===== config.mk =====
export PLATFORM = sky130hd
export DESIGN_NAME = prog_sequencer
export DESIGN_NICKNAME = d
export VERILOG_FILES = /design/src/rtl/seq_pkg.sv /design/src/rtl/prog_sequencer_run_counter.sv /design/src/rtl/prog_sequencer.sv
export SDC_FILE = /design/constraint.sdc
export NUM_CORES = 1
export LEC_CHECK = 0
export CAP_MARGIN = 0
export CORE_MARGIN = 3
export CORE_UTILIZATION = 62
export DETAILED_ROUTE_END_ITERATION = 8
export DONT_BUFFER_PORTS = 1
export PLACE_DENSITY_LB_ADDON = 0.08
export RECOVER_POWER = 100
export SYNTH_ARGS = -nofsm -noshare
export SYNTH_HDL_FRONTEND = slang
export SYNTH_SLANG_ARGS = --single-unit

===== constraint.sdc =====
create_clock -name Clk -period 2.2 [get_ports Clk]
set_input_delay 0.44 -clock Clk [delete_from_list [all_inputs] [get_ports Clk]]
set_output_delay 0.44 -clock Clk [all_outputs]
set_load 0.01 [all_outputs]

===== src/rtl/seq_pkg.sv =====
// Shared types and constants for the program run controller.
package seq_pkg;

  localparam int PC_W = 10;

  typedef logic [PC_W-1:0] pc_t;

  typedef enum logic [2:0] {
    IDLE  = 3'd0,
    ARMED = 3'd1,
    LOAD  = 3'd2,
    RUN   = 3'd3,
    DONE  = 3'd4
  } seq_state_t;

  localparam pc_t PROG_BASE [4] = '{10'd0, 10'd256, 10'd512, 10'd768};

endpackage


===== src/rtl/prog_sequencer_run_counter.sv =====
// RUN-cycle counter with clear, enable and a compare against the watchdog limit.
module run_counter #(
  parameter int CNT_W   = 16,
  parameter int TIMEOUT = 4095
) (
  input  logic             i_clk,
  input  logic             i_rst,
  input  logic             i_clear,
  input  logic             i_en,
  output logic [CNT_W-1:0] o_count,
  output logic             o_timeout
);

  logic [CNT_W-1:0] r_count;

  // Saturating count so the value can never wrap even at the largest limit.
  always_ff @(posedge i_clk or posedge i_rst) begin
    if (i_rst) begin
      r_count <= '0;
    end else if (i_clear) begin
      r_count <= '0;
    end else if (i_en && (r_count != {CNT_W{1'b1}})) begin
      r_count <= r_count + CNT_W'(1);
    end else begin
      r_count <= r_count;
    end
  end

  assign o_count   = r_count;
  assign o_timeout = (r_count == CNT_W'(TIMEOUT));

endmodule


===== src/rtl/prog_sequencer.sv =====
// Run controller: Start/Ack handshake, PC base load, fetch gating, halt/watchdog stop.
module prog_sequencer
  import seq_pkg::*;
#(
  parameter int PC_W       = 10,
  parameter int NUM_PROGS  = 3,
  parameter int PROG_BASE0 = int'(PROG_BASE[0]),
  parameter int PROG_BASE1 = int'(PROG_BASE[1]),
  parameter int PROG_BASE2 = int'(PROG_BASE[2]),
  parameter int PROG_BASE3 = int'(PROG_BASE[3]),
  parameter int CNT_W      = 16,
  parameter int TIMEOUT    = 4095
) (
  input  logic             Clk,
  input  logic             Reset,
  input  logic             Start,
  input  logic             Halt,
  input  logic [PC_W-1:0]  ProgCtr,
  output logic             PcLoad,
  output logic [PC_W-1:0]  PcLoadAddr,
  output logic             FetchEn,
  output logic             Ack,
  output logic             Timeout,
  output logic [1:0]       ProgIdx,
  output logic [CNT_W-1:0] CycleCount,
  output logic [PC_W-1:0]  LastPc
);

  localparam logic [1:0] LAST_IDX = 2'(NUM_PROGS - 1);

  seq_state_t      r_state;
  logic            r_pc_load;
  logic            r_fetch_en;
  logic            r_ack;
  logic            r_timeout;
  logic [1:0]      r_prog_idx;
  logic [PC_W-1:0] r_last_pc;
  logic [PC_W-1:0] w_base;
  logic            w_cnt_clear;
  logic            w_cnt_en;
  logic            w_wdog;

  assign w_cnt_clear = (r_state == LOAD);
  assign w_cnt_en    = (r_state == RUN);

  run_counter #(
    .CNT_W   (CNT_W),
    .TIMEOUT (TIMEOUT)
  ) u_run_counter (
    .i_clk     (Clk),
    .i_rst     (Reset),
    .i_clear   (w_cnt_clear),
    .i_en      (w_cnt_en),
    .o_count   (CycleCount),
    .o_timeout (w_wdog)
  );

  // Base address lookup for the selected program.
  always_comb begin
    w_base = PC_W'(PROG_BASE0);
    case (r_prog_idx)
      2'd0:    w_base = PC_W'(PROG_BASE0);
      2'd1:    w_base = PC_W'(PROG_BASE1);
      2'd2:    w_base = PC_W'(PROG_BASE2);
      2'd3:    w_base = PC_W'(PROG_BASE3);
      default: w_base = PC_W'(PROG_BASE0);
    endcase
  end

  // Sequencer FSM; outputs are set on the transition into the state that owns them.
  always_ff @(posedge Clk or posedge Reset) begin
    if (Reset) begin
      r_state    <= IDLE;
      r_pc_load  <= 1'b0;
      r_fetch_en <= 1'b0;
      r_ack      <= 1'b0;
      r_timeout  <= 1'b0;
      r_prog_idx <= 2'd0;
      r_last_pc  <= '0;
    end else begin
      r_pc_load <= 1'b0;
      case (r_state)
        IDLE: begin
          if (Start) begin
            r_state <= ARMED;
          end
        end
        ARMED: begin
          if (!Start) begin
            r_state   <= LOAD;
            r_pc_load <= 1'b1;
          end
        end
        LOAD: begin
          r_state    <= RUN;
          r_fetch_en <= 1'b1;
          r_ack      <= 1'b0;
          r_timeout  <= 1'b0;
        end
        RUN: begin
          // Halt beats the watchdog when both land on the same cycle.
          if (Halt) begin
            r_state    <= DONE;
            r_fetch_en <= 1'b0;
            r_ack      <= 1'b1;
            r_timeout  <= 1'b0;
            r_last_pc  <= ProgCtr;
          end else if (w_wdog) begin
            r_state    <= DONE;
            r_fetch_en <= 1'b0;
            r_ack      <= 1'b1;
            r_timeout  <= 1'b1;
            r_last_pc  <= ProgCtr;
          end else if (Start) begin
            r_state    <= ARMED;
            r_fetch_en <= 1'b0;
          end
        end
        DONE: begin
          if (Start) begin
            r_state    <= ARMED;
            r_ack      <= 1'b0;
            r_prog_idx <= (r_prog_idx >= LAST_IDX) ? 2'd0 : r_prog_idx + 2'd1;
          end
        end
        default: begin
          r_state    <= IDLE;
          r_fetch_en <= 1'b0;
          r_ack      <= 1'b0;
          r_timeout  <= 1'b0;
        end
      endcase
    end
  end

  assign PcLoad     = r_pc_load;
  assign PcLoadAddr = w_base;
  assign FetchEn    = r_fetch_en;
  assign Ack        = r_ack;
  assign Timeout    = r_timeout;
  assign ProgIdx    = r_prog_idx;
  assign LastPc     = r_last_pc;

endmodule


==> impl_metrics.ini <==
[global_route]
overflow = 0
grt.total_usage_pct = 24.7
grt_max_degree = 36
grt_pass1_wl_um = 6580
grt_pass1_vias = 1379
antenna_found_initial = 0

[drt]
vias_per_cell = 6.57
antenna_left = 0
wl_per_cell_um = 18.5
wl_um = 4160
vias = 1479
route.detailed.drc = 0
dr.pass1.iters = 5
first_iter_violations = 63

[yosys]
synthesis.area_um2 = 1840
synth_edf_count = 0
async_flop_share_pct = 100
ys_top_cells_by_area = dfrtp_1 (48%), mux2_4 (6.5%), o31ai_1 (3.7%)
syn_avg_cell_area_um2 = 10.6
synth.top_cell.area_share_pct = 47.6
ys_types = 46
yosys_warnings = 0
dominantRegCellSynth = dfrtp_1
ys_seq_elements = 35
yosys.area.top_type = dfrtp_1
syn_inst = 173
yosysSeqAreaShare_pct = 47.6

[worst_setup_path]
slowest_delay_ns = 0.60
r2r_setup_slack_ns = 0.14
worstPathCellList = clkbuf_1, and3_1, nand4_1, or4_1, a21oi_1
startpoint = u_run_counter.o_count[6]$_DFFE_PP0P_
rr_endpoint = u_run_counter.o_count[13]$_DFFE_PP0P_
crit_end = u_run_counter.o_count[13]$_DFFE_PP0P_
worst-setup-path-type = reg -> reg
required_ns = 2.46
rr_worst_depth = 5
endpoint_kind = register
cp_max_fo = 8
r2r-start = u_run_counter.o_count[6]$_DFFE_PP0P_
cp-start-kind = register
critical-path-slowest-cell = or4_1
arrival_ns = 2.32

[sta]
layout_min_cycle_time_ns = 2.06
finalCritPeriodShare_pct = 93.8
clock_skew_ns = 0.00533
fmax_mhz = 484
rsz0062_at_grt = false
slew_violations = 36
hold_viol_final = 0
relSlewSlack_pct = -24.0
fin_tns_setup_ns = 0
worst_slew_pin_slew_ns = 1.86
setup_violations = 0

[power_and_ir_drop]
power.total_mw = 2.17
vdd_drop_max_v = 0.000956
p_leak_nw = 0.842
powerDensity_nw_per_um2 = 1120

[floorplan]
die_y_um = 60.5
die_x_um = 60.5
die_area_um2 = 3660
core.rowCount = 19
core_um2 = 2780
initial_core_util_pct = 66.1
ios = 56

[clock_network]
cts.clk_slew.worst_paths_ns = 0.11
clock-sinks = 35
postCtsSetupRepairBufs = 0
cts_tree = built
insertion_delay_ns = 0.35
cts_buffers = 5
htree_levels = 2
cts_resized = 0
clock_path_buffers = 2
root_buffer = clkbuf_4
ctsHoldBuffers = 0

[placed_design]
routabilityCongestion = 0.909
io_buffers = 0
dp_hpwl_um = 2960

[outcome]
status = complete, but fails checks
violations = max-capacitance violations, max-slew violations

[layout]
nNetsFinal = 208
n_antenna_cell = 0
drive_gt1_share_pct = 10.8
syn2layout_area_growth_pct = 5.92

[job]
maxCapViolations = 1

[hold_path]
hp-class = in -> reg
==> per-layer routing <==
metal | wire (µm) | track usage, % | part of all wire (%) | up-vias
met3 | 320 | 7.87 | 7.7 | 13
met2 | 2110 | 39.5 | 51 | 65
met4 | 93 | 10.5 | 2.2 | 0
met1 | 1640 | 31.0 | 39 | 729
li1 | - | - | - | 672
met5 | 0 | 0 | 0 | -
==> synth_stat cells (all sizes together), types with 6 or more instances <==
library cell	count
o31ai	9
a21oi	6
nor2	6
mux2	10
dfrtp	35
nor3	7
nand2	11
buf	11
clkbuf	6
nand3	9
o21ai	7
nand4	6
==> cells by family after synthesis <==
group | share of synthesized area (%)
other | 0.204
AOI/OAI and AO/OA | 15.8
buffers and inverters | 7.14
muxes | 9.93
DFF | 47.6
adders and majority gates | 0.680
and+or+nand+nor | 18.6
==> worst max-delay path: cells and delay by family, from the launching register on <==
kind | cells | cell delay (ns)
compound gates | 1 | 0.22
simple gates | 3 | 1.13
flops | 1 | 0.37
buf+inv | 1 | 0.25
==> worst min path at each step <==
stage / from / to / slack, ns / cells after the start
after global placement: Reset / LastPc[8]$_DFFE_PP0P_ / 0.45 / 2
after global routing: Start / PcLoad$_DFF_PP0_ / 0.12 / 1
after floorplan: Start / PcLoad$_DFF_PP0_ / 0.51 / 1
final: Start / PcLoad$_DFF_PP0_ / 0.15 / 1
after CTS: Reset / LastPc[4]$_DFFE_PP0P_ / 0.07 / 2
after detailed placement: Reset / LastPc[4]$_DFFE_PP0P_ / 0.46 / 2
==> metrics by stage <==
stage          instances  instance area [µm²]  hold WS (ns)  setup slack [ns]  util, %
2_1_floorplan        180                 1870         0.511             0.179        -
3_3_place_gp         217                 1960         0.448             0.215     70.6
3_5_place_dp         217                 1960         0.458             0.117     70.6
4_1_cts              225                 2050        0.0689             0.103     73.5
5_1_grt              225                 1950         0.123            0.0160     70.0
6_report             225                 1950         0.151             0.136     70.0
==> layout by cell type, fill, tap and decap left out, types with 7 or more instances in the layout <==
master,Yosys,final
dfrtp_1,35,35
clkbuf_1,6,18
nand2_1,11,11
nand3_1,9,9
o31ai_1,9,9
mux2_1,0,8
conb_1,1,8
o21ai_0,7,7
nor3_1,7,7
==> registers in the layout, summed over array words and instances (netlist names) <==
signal and count:
LastPc 10, Ack 1, ProgIdx 2, FetchEn 1, PcLoad 1, u_run_counter.o_count 16, Timeout 1, r_state 3
==> layout make-up <==
| cell class | count | area, µm² |
|---|---|---|
| fillers | 223 | 833 |
| clock buffers | 5 | 37.5 |
| multi-input cells | 123 | 828 |
| clock inverters | 3 | 43.8 |
| well taps | 31 | 38.8 |
| flip-flops and latches | 35 | 876 |
| inverters | 5 | 18.8 |
| repair buffers | 23 | 105 |
==> report_power, final <==
part           total (mW)  internal, mW  switching (mW)
Combinational       0.661         0.266           0.395
Clock               0.470         0.239           0.232
Sequential           1.04         0.834           0.210
Total                2.17          1.34           0.836
No activity file was read; power rests on OpenSTA's default activity.
